File: src/rtl/fp_addsub_seq.sv
// Multi-cycle floating-point add/subtract: IDLE -> ALIGN -> ADD -> NORM -> DONE.
// Define FPU_FAST_ALIGN_EN to do the alignment shift in a single ALIGN cycle.
module fp_addsub_seq #(
  parameter int EXP_WIDTH = 8,
  parameter int MAN_WIDTH = 23
) (
  input  logic                           clk,
  input  logic                           rst,
  input  logic                           in_valid,
  output logic                           in_ready,
  input  logic [EXP_WIDTH+MAN_WIDTH:0]   op_a,
  input  logic [EXP_WIDTH+MAN_WIDTH:0]   op_b,
  input  logic                           operation_select,
  output logic                           out_valid,
  input  logic                           out_ready,
  output logic [EXP_WIDTH+MAN_WIDTH:0]   result,
  output logic                           busy
);

  localparam int W  = 1 + EXP_WIDTH + MAN_WIDTH;
  localparam int SW = MAN_WIDTH + 2;
  localparam int CW = $clog2(MAN_WIDTH + 3);
  localparam logic [EXP_WIDTH-1:0] EXP_ONES = '1;

  typedef enum logic [2:0] {
    IDLE  = 3'd0,
    ALIGN = 3'd1,
    ADD   = 3'd2,
    NORM  = 3'd3,
    DONE  = 3'd4
  } state_t;

  state_t state, state_next;

  logic                 sign_r;
  logic                 eff_sub_r;
  logic [EXP_WIDTH-1:0] exp_r;
  logic [MAN_WIDTH:0]   big_r;
  logic [MAN_WIDTH:0]   small_r;
  logic [CW-1:0]        cnt_r;
  logic [SW-1:0]        sum_r;
  logic [W-1:0]         result_r;

  logic                 sign_a, sign_b;
  logic [EXP_WIDTH-1:0] exp_a, exp_b;
  logic [MAN_WIDTH:0]   man_a, man_b;
  logic                 a_big;
  logic                 cap_sign;
  logic [EXP_WIDTH-1:0] cap_exp;
  logic [EXP_WIDTH-1:0] cap_diff;
  logic [MAN_WIDTH:0]   cap_big, cap_small;
  logic [CW-1:0]        cap_cnt;
  logic [31:0]          diff32;

  logic                 carry, hidden, sum_zero, low_exp;
  logic [EXP_WIDTH:0]   exp_inc;
  logic [SW-1:0]        sum_calc;

  // Operand unpacking, magnitude ordering and alignment distance at capture.
  always_comb begin
    sign_a = op_a[W-1];
    sign_b = op_b[W-1] ^ operation_select;
    exp_a  = op_a[W-2:MAN_WIDTH];
    exp_b  = op_b[W-2:MAN_WIDTH];
    man_a  = (exp_a == '0) ? '0 : {1'b1, op_a[MAN_WIDTH-1:0]};
    man_b  = (exp_b == '0) ? '0 : {1'b1, op_b[MAN_WIDTH-1:0]};
    a_big  = (op_a[W-2:0] >= op_b[W-2:0]);
    if (a_big) begin
      cap_sign  = sign_a;
      cap_exp   = exp_a;
      cap_diff  = exp_a - exp_b;
      cap_big   = man_a;
      cap_small = man_b;
    end else begin
      cap_sign  = sign_b;
      cap_exp   = exp_b;
      cap_diff  = exp_b - exp_a;
      cap_big   = man_b;
      cap_small = man_a;
    end
    diff32 = 32'(cap_diff);
    if (diff32 > 32'(SW)) begin
      cap_cnt = CW'(SW);
    end else begin
      cap_cnt = CW'(cap_diff);
    end
  end

  // Adder and normalisation status derived from the working registers.
  always_comb begin
    if (eff_sub_r) begin
      sum_calc = {1'b0, big_r} - {1'b0, small_r};
    end else begin
      sum_calc = {1'b0, big_r} + {1'b0, small_r};
    end
    carry    = sum_r[SW-1];
    hidden   = sum_r[SW-2];
    sum_zero = (sum_r == '0);
    low_exp  = (exp_r <= EXP_WIDTH'(1));
    exp_inc  = {1'b0, exp_r} + {{EXP_WIDTH{1'b0}}, 1'b1};
  end

  // State register.
  always_ff @(posedge clk) begin
    if (rst) begin
      state <= IDLE;
    end else begin
      state <= state_next;
    end
  end

  // Next-state logic.
  always_comb begin
    state_next = state;
    case (state)
      IDLE: begin
        if (in_valid) begin
          state_next = ALIGN;
        end else begin
          state_next = IDLE;
        end
      end
      ALIGN: begin
`ifdef FPU_FAST_ALIGN_EN
        state_next = ADD;
`else
        if (cnt_r == '0) begin
          state_next = ADD;
        end else begin
          state_next = ALIGN;
        end
`endif
      end
      ADD: state_next = NORM;
      NORM: begin
        // Exponent underflow on a pending left shift also terminates here.
        if (carry || sum_zero || hidden || low_exp) begin
          state_next = DONE;
        end else begin
          state_next = NORM;
        end
      end
      DONE: begin
        if (out_ready) begin
          state_next = IDLE;
        end else begin
          state_next = DONE;
        end
      end
      default: state_next = IDLE;
    endcase
  end

  // Handshake outputs decoded from the registered state.
  always_comb begin
    in_ready  = 1'b0;
    out_valid = 1'b0;
    busy      = 1'b1;
    case (state)
      IDLE: begin
        in_ready = 1'b1;
        busy     = 1'b0;
      end
      DONE:    out_valid = 1'b1;
      default: busy = 1'b1;
    endcase
  end

  assign result = result_r;

  // Datapath registers: capture, alignment, add, normalise and result packing.
  always_ff @(posedge clk) begin
    if (rst) begin
      sign_r    <= 1'b0;
      eff_sub_r <= 1'b0;
      exp_r     <= '0;
      big_r     <= '0;
      small_r   <= '0;
      cnt_r     <= '0;
      sum_r     <= '0;
      result_r  <= '0;
    end else begin
      case (state)
        IDLE: begin
          if (in_valid) begin
            sign_r    <= cap_sign;
            eff_sub_r <= sign_a ^ sign_b;
            exp_r     <= cap_exp;
            big_r     <= cap_big;
            small_r   <= cap_small;
            cnt_r     <= cap_cnt;
          end
        end
        ALIGN: begin
`ifdef FPU_FAST_ALIGN_EN
          small_r <= small_r >> cnt_r;
          cnt_r   <= '0;
`else
          if (cnt_r != '0) begin
            small_r <= small_r >> 1;
            cnt_r   <= cnt_r - CW'(1);
          end
`endif
        end
        ADD: sum_r <= sum_calc;
        NORM: begin
          if (carry) begin
            sum_r <= sum_r >> 1;
            exp_r <= exp_inc[EXP_WIDTH-1:0];
            // Overflow into the all-ones exponent saturates to infinity.
            if (exp_inc >= {1'b0, EXP_ONES}) begin
              result_r <= {sign_r, EXP_ONES, {MAN_WIDTH{1'b0}}};
            end else begin
              result_r <= {sign_r, exp_inc[EXP_WIDTH-1:0], sum_r[MAN_WIDTH:1]};
            end
          end else if (sum_zero) begin
            result_r <= '0;
          end else if (hidden) begin
            result_r <= {sign_r, exp_r, sum_r[MAN_WIDTH-1:0]};
          end else if (low_exp) begin
            exp_r    <= '0;
            result_r <= '0;
          end else begin
            sum_r <= sum_r << 1;
            exp_r <= exp_r - EXP_WIDTH'(1);
          end
        end
        DONE:    result_r <= result_r;
        default: result_r <= result_r;
      endcase
    end
  end

endmodule

File: config.mk
export PLATFORM = sky130hd
export DESIGN_NAME = fp_addsub_seq
export DESIGN_NICKNAME = d
export VERILOG_FILES = /design/src/rtl/fp_addsub_seq.sv
export SDC_FILE = /design/constraint.sdc
export NUM_CORES = 1
export LEC_CHECK = 0
export ABC_AREA = 1
export CORE_UTILIZATION = 35
export DETAILED_ROUTE_END_ITERATION = 8
export PLACE_DENSITY = 0.54
export SLEW_MARGIN = 20
export SYNTH_ARGS = -nofsm -noshare
export SYNTH_HDL_FRONTEND = slang
export SYNTH_SLANG_ARGS = --single-unit
File: constraint.sdc
create_clock -name clk -period 2.9 [get_ports clk]
set_input_delay 0.725 -clock clk [delete_from_list [all_inputs] [get_ports clk]]
set_output_delay 0.725 -clock clk [all_outputs]
set_load 0.01 [all_outputs]
==> results of run 1 <==
[tightest hold or removal path, delay by kind of cell (launching register included)]
family           cells  cell delay, ns
flip-flops           1            0.33
AND/OR/NAND/NOR      1            0.06
AO/OA/AOI/OAI        1            0.05
[per-stage QoR]
stage	cells	cell area (sq um)	util, %	power [W]
final	2292	15000	53.4	0.0185
after global routing	2292	15000	53.4	0.0198
after CTS	2276	14000	49.9	0.0162
after detailed placement	2233	13100	46.4	0.0129
after global placement	2233	13100	46.4	0.0129
after floorplan	1603	10100	-	0.00875
[per-layer routing]
layer | vias up | global-route usage, % | wire, um | share of wire (%)
met5 | - | 0 | 0 | 0
met4 | 0 | 7.35 | 736 | 2.1
met3 | 38 | 2.17 | 1480 | 4.2
met2 | 323 | 35.2 | 15200 | 44
met1 | 5252 | 34.1 | 17300 | 50
li1 | 5960 | - | - | -
[sequential cells by signal (all words and copies together) (netlist names)]
name       count
big_r         24
cnt_r          5
eff_sub_r      1
exp_r          8
result        32
sign_r         1
small_r       24
state          3
sum_r         25
[worst max path at each step]
stage                                  from                     end  slack, ns  depth (start not counted)
floorplan           small_r[1]$_SDFFE_PP0P_  sum_r[23]$_SDFFE_PP0P_       0.01                         19
global placement                   op_a[28]   cnt_r[4]$_SDFFE_PP0P_      -0.45                         17
detailed placement                 op_a[28]   cnt_r[4]$_SDFFE_PP0P_      -0.47                         17
CTS                 small_r[5]$_SDFFE_PP0P_  sum_r[23]$_SDFFE_PP0P_      -0.22                         20
global route        small_r[0]$_SDFFE_PP0P_  sum_r[21]$_SDFFE_PP0P_      -0.48                         20
finish              small_r[0]$_SDFFE_PP0P_  sum_r[21]$_SDFFE_PP0P_      -0.23                         20
[synth_stat cells (4+ instances only)]
cell type,count,area [sq um]
nor4_1,4,25.0
buf_4,6,45.0
a41oi_1,6,52.6
inv_1,185,694
o21bai_1,5,37.5
xnor2_1,9,78.8
o21ai_0,153,766
buf_2,21,105
inv_2,8,30.0
nand2_1,329,1230
clkbuf_1,46,173
a21oi_1,208,1040
nand4_1,15,93.8
nor2_1,128,480
nor3_1,16,80.1
a21o_1,4,30.0
o22ai_1,13,81.3
a21boi_0,4,30.0
o21ai_1,24,120
nand2_2,5,31.3
dfxtp_1,123,2460
xor2_1,50,438
nand3_1,83,415
ha_1,69,863
a31oi_1,30,188
buf_6,5,56.3
o211ai_1,15,113
[area by class of cell]
| type | count | area [sq um] |
|---|---|---|
| Clock buffer | 22 | 474 |
| Clock inverter | 10 | 163 |
| Fill cell | 2734 | 13100 |
| Inverter | 194 | 733 |
| Multi-Input combinational cell | 1204 | 7550 |
| Sequential cell | 123 | 2460 |
| Tap cell | 378 | 473 |
| Timing Repair Buffer | 361 | 3180 |
[where the power goes]
group / internal (W) / switching [W] / leakage, nW / total, W
clock: 0.00151 / 0.000814 / 0.307 / 0.00232
combinational: 0.00593 / 0.00742 / 5.58 / 0.0133
sequential: 0.00220 / 0.000601 / 1.01 / 0.00280
[kinds of logic after synthesis]
family | after synthesis
AO/OA/AOI/OAI | 473
XOR/XNOR | 59
adder cells (fa/ha/maj) | 72
buffers and inverters | 276
flip-flops | 123
AND/OR/NAND/NOR | 600
[what timing repair did]
item / 4_1_cts / 5_1_grt
pin swaps: 26 / 78
cloned: 0 / 2
endpoints found under the setup margin: 19 / 67
gates resized for setup: 75 / 185
buffers inserted: 12 / 16
==> key figures, run 1 <==
Synth
  • Yosys cell types: a little under 50
  • Mapped Nets: 1,744
  • Syn Std Cell Area: 10,100 sq um
  • Ys Warns: 0
  • Post-synthesis xor/xnor area fraction: 5.10%
  • Largest family of logic cells by synthesized area: compound AO/OA/AOI/OAI gates
  • Fraction of the mapped netlist area in simple logic gates: 25.1%
  • Synth Area in Adders: a little under a tenth
  • Synthesized instance count: ~1,600
  • EDFF count, synth: 0
  • Asr flop ratio synth: 0%
  • Most common flop cell mapped by yosys: dfxtp_1
  • Synthesized flop and latch total: 123
  • Multiplexer area fraction after synthesis: 0%
  • Sequential share of the synthesized area: 24.3%
  • Mean Syn Cell Area: 6.32 sq um
  • Compound-Gate Fraction of Synth Area: 25.1%

Timing
  • Final min period: approximately 3.1 ns
  • FMAX: 319 MHz
  • Worst-margin pin slew: 0.674 ns
  • RSZ-0062 raised after global routing: true
  • Worst slew margin: between 50% and 60%
  • Post-route setup TNS: -0.978 ns
  • Setup ws final: -0.235 ns
  • Fin. Hold Viols: 0
  • Worst Skew: 0.0129 ns
  • Max Slew Vio Count: 0
  • Hold slack final: 0.483 ns
  • Period utilization: 108%
  • # setup viols final: 8

Worst setup path
  • Critical Path Max Stage Delay: around 0.33 ns
  • Critical path buffers and inverters: 4
  • Crit path capture type: flip-flop
  • R2R setup slack: -0.23 ns
  • Reg2Reg Launch Point: small_r[0]$_SDFFE_PP0P_
  • Startpoint class of the critical path: flip-flop
  • Delay-heaviest family, CP: simple AND/OR/NAND/NOR gates
  • Max FO, Critical Path: 5
  • Worst-case reg-to-reg path depth: 20
  • Critical path cell sequence: nor3_2, nand2_1, nor2_2, nand2_2, nor3_4, nand2_2, nor2_4, buf_6, nor2_2, xor2_1, inv_1, ha_4, buf_4, nand2_2, nor2_1, a211oi_2, nand3_1, buf_4, o21ai_2, a21oi_1
  • CP arrival: 3.44 ns
  • Crit path top cell by count: nand2_2
  • R2R Path End: sum_r[21]$_SDFFE_PP0P_
  • Worst setup path class: flip-flop to flip-flop
  • Critical Path RT: 3.20 ns
  • Slowest stage cell, crit path: dfxtp_2

Floorplanning
  • Die height: approximately 170 um
  • Initial Util: 36.0%
  • Die area: 29,600 sq um
  • Die extent in x: 172 um
  • Core Footprint: approximately 28,000 sq um
  • Row Count: 61
  • Io pins: 104

Global route
  • Total track usage: a little under a quarter
  • Vias in the first global route: 10,775
  • Global-route wire length before repair: 54.9 mm
  • Antenna violations before repair: 0
  • Total gr overflow: 0
  • Largest net degree at the start of global routing: 54

Pwr
  • Power Density: 1230 nW/um^2
  • Worst vdd ir: 701 uV
  • Pleak: 6.89 nW

Status
  • Status: finished, violations left
  • Failing checks: negative setup slack

Clock tree
  • Hold Buf Count CTS: 0
  • CTS tree: done
  • CTS Root Cell: clkbuf_16
  • # H-tree levels: 4
  • Clk sinks: 123
  • Clock transition at path regs: 0.06 ns
  • Total CTS buffers: 17
  • Max clock buf depth: 2
  • Clock Latency Late Sink: 0.43 ns

Place
  • Routability cong.: 0.930
  • Worst slack, placed: -0.470 ns
  • DP HPWL: roughly 26 mm
  • Buffers on Ports: between 100 and 150

Hold path
  • Hold Path Sink: small_r[1]$_SDFFE_PP0P_
  • Hold Crit Depth: 2
  • Hold Startpoint: small_r[1]$_SDFFE_PP0P_
  • Hold Crit Class: flip-flop to flip-flop

Cells and area
  • Area grow syn2layout: 48.4%
  • Nets@finish: 2,042
  • Most common cell after layout, fill and taps aside: nand2_1
  • Fraction of layout cells with a size suffix above 1: 25.7%
  • Commonest cells after routing, fill and taps aside: nand2_1 (295), buf_4 (233), a21oi_1 (178)
  • Antenna cells: 0

Route
  • Drt initial violations: 858
  • DR pass1 iterations: 5
  • Post-DRT Antenna Nets: 0
  • Routed WL: approximately 35 mm
  • DRC: 0
  • Drt via density: 5.05
  • DR WL/cell: 15.2 um
  • Via count: roughly 12,000

Run
  • Max-cap viol count: 0
(Power assumes the default switching activity.)
==> run 2, diff against run 1 <==
CORE_MARGIN = 2   (was default)
SETUP_SLACK_MARGIN = 0.2   (was default)
==> key figures, run 2 (same netlist as run 1, synthesis figures left out) <==
Worst setup path
  • Reg2Reg Launch Point: small_r[0]$_SDFFE_PP0P_
  • Crit path from: small_r[0]$_SDFFE_PP0P_
  • Crit path to: sum_r[23]$_SDFFE_PP0P_
  • Worst setup path class: flip-flop to flip-flop
  • Critical Path RT: 3.20 ns (about the same)
  • Startpoint class of the critical path: flip-flop
  • R2R Path End: sum_r[23]$_SDFFE_PP0P_
  • Crit path capture type: flip-flop
  • Max FO, Critical Path: 3 (-2)
  • R2R setup slack: -0.17 ns (+0.06 ns)
  • CP arrival: 3.37 ns (-0.07 ns)
  • Worst-case reg-to-reg path depth: 20 (unchanged)

Route
  • DRC: 0 (unchanged)
  • Drt initial violations: 840 (-2.1%)
  • Post-DRT Antenna Nets: 0 (unchanged)
  • DR pass1 iterations: 6 (+1)
  • Routed WL: 35.5 mm (+2.2%)
  • Via count: 11,575 (+0.017%)
  • DR WL/cell: 15.5 um (+2.3%)
  • Drt via density: 5.06 (+0.19%)

Global route
  • Largest net degree at the start of global routing: 67 (+24%)
  • Total gr overflow: 0 (unchanged)
  • Vias in the first global route: 10,930 (+1.4%)
  • Global-route wire length before repair: 57.1 mm (+4.1%)
  • Antenna violations before repair: 0 (unchanged)
  • Total track usage: 22.9% (-0.28 points)

Clock tree
  • CTS Root Cell: clkbuf_16
  • Clock transition at path regs: 0.07 ns (about the same)
  • Max clock buf depth: 2 (unchanged)
  • Hold Buf Count CTS: 0 (unchanged)
  • Clk sinks: 123 (unchanged)
  • # H-tree levels: 4 (unchanged)
  • Clock Latency Late Sink: 0.43 ns (about the same)
  • CTS tree: done
  • Total CTS buffers: 17 (unchanged)

Timing
  • Hold slack final: 0.486 ns (+0.00303 ns)
  • Max Slew Vio Count: 0 (unchanged)
  • Final min period: 3.07 ns (-0.0644 ns)
  • Worst slew margin: 64.4% (+9.4 points)
  • # setup viols final: 8 (unchanged)
  • Setup ws final: -0.170 ns (+0.0644 ns)
  • Worst Skew: 0.0171 ns (+0.00415 ns)
  • Worst-margin pin slew: 0.534 ns (-0.140 ns)
  • FMAX: 326 MHz (+2.1%)
  • RSZ-0062 raised after global routing: true
  • Period utilization: 106% (-2.2 points)
  • Fin. Hold Viols: 0 (unchanged)

Floorplanning
  • Die extent in x: 174 um (+1.2%)
  • Row Count: 62 (+1.6%)
  • Die height: 174 um (+1.2%)
  • Die area: 30,300 sq um (+2.3%)
  • Initial Util: 35.4% (-0.58 points)
  • Core Footprint: 28,600 sq um (+1.6%)
  • Io pins: 104 (unchanged)

Cells and area
  • Commonest cells after routing, fill and taps aside: nand2_1 (290), buf_4 (219), a21oi_1 (174)
  • Max FFs per register: 32 (unchanged)
  • Nets@finish: 2,032 (-0.49%)
  • Fraction of layout cells with a size suffix above 1: 28.8% (+3.1 points)
  • Area grow syn2layout: 51.7%
  • Layout Cells excl Fill: 2,288 (-0.17%)
  • Antenna cells: 0 (unchanged)
  • Most common cell after layout, fill and taps aside: nand2_1
  • Final Instance Area: 15,400 sq um (+2.2%)

Pwr
  • Pleak: 7.24 nW (+5.0%)
  • Power Density: 1160 nW/um^2 (-5.8%)
  • Total Power: 0.0178 W (-3.7%)
  • Worst vdd ir: 747 uV (+6.6%)

Status
  • Failing checks: negative setup slack
  • Status: finished, violations left

Place
  • Buffers on Ports: 103 (unchanged)
  • DP HPWL: 25.5 mm (-0.73%)
  • Placed Area: 13,100 sq um (about the same)
  • DP Cell Count: 2,224 (-0.40%)
  • Routability cong.: 0.903 (-2.9%)

Hold path
  • Hold Crit Class: flip-flop to flip-flop

Run
  • Max-cap viol count: 0 (unchanged)
-- run 2: cell count changes in the layout (fill, tap and decap cells not counted), sizes merged --
cell and change:
buf -8, bufinv -1, clkbuf -6, clkdlybuf4s15 +1, clkdlybuf4s50 -54, clkinvlp +1
dlygate4sd2 +15, dlymetal6s2s +38, inv +4
-- run 2: through the flow --
step / util (%) / TNS [ns] / setup WS, ns
2_1_floorplan: - / 0 / 0.119
3_3_place_gp: 45.7 / -18.83 / -0.448
3_5_place_dp: 45.7 / -22.54 / -0.448
4_1_cts: 51.0 / -1.26 / -0.215
5_1_grt: 53.7 / -3.91 / -0.536
6_report: 53.7 / -0.859 / -0.170
-- run 2: layout make-up --
cell class,count,area [sq um]
multi-input combinational,1204,7770
sequential,123,2470
inverter,194,742
fill,2730,13200
clock inverter,14,185
clock buffer,18,439
tap,384,480
timing repair buffer,351,3290
-- run 2: power by group --
group,internal [W],leakage (nW),switching [W]
sequential,0.00220,1.01,0.000626
clock,0.00140,0.302,0.000895
combinational,0.00551,5.93,0.00715
-- run 2: what timing repair did --
item                                    CTS  global route
gates resized for setup                 171           198
endpoints found under the setup margin   75            77
setup buffers                            14            13
hold endpoints to repair                  0             0
pin swaps                                54           100
cloned                                    5             0
-- run 2: worst min-delay path by stage --
| stage | startpoint | end | cells after the start |
|---|---|---|---|
| after floorplan | sign_r$_SDFFE_PP0P_ | sign_r$_SDFFE_PP0P_ | 2 |
| after global placement | small_r[19]$_SDFFE_PP0P_ | small_r[19]$_SDFFE_PP0P_ | 2 |
| after detailed placement | small_r[19]$_SDFFE_PP0P_ | small_r[19]$_SDFFE_PP0P_ | 2 |
| after CTS | small_r[19]$_SDFFE_PP0P_ | small_r[19]$_SDFFE_PP0P_ | 2 |
| after global routing | small_r[19]$_SDFFE_PP0P_ | small_r[19]$_SDFFE_PP0P_ | 2 |
| final | small_r[19]$_SDFFE_PP0P_ | small_r[19]$_SDFFE_PP0P_ | 2 |
-- run 2: metal layers --
metal / routed length [um] / global-route usage (%) / vias up
li1: - / - / 5931
met1: 17300 / 32.9 / 5273
met2: 15900 / 36.1 / 326
met3: 1500 / 1.97 / 45
met4: 797 / 7.35 / 0
met5: 0 / 0 / -
-- run 2: worst max-delay path, cell delays in order, from the launching register on --
cell and delay, ns:
dfxtp_4 0.36, inv_4 0.06, ha_4 0.14, nand2_4 0.06, nor2_4 0.11, nand2_4 0.07
nor4_2 0.14, buf_4 0.17, nand4_1 0.12, o21ai_2 0.17, o21ai_1 0.10, xnor2_1 0.14
ha_1 0.35, inv_2 0.06, nor3_2 0.20, nor3b_2 0.24, nand4_1 0.13, nand3_2 0.11
a21oi_2 0.05, o21ai_0 0.07, a21oi_1 0.08
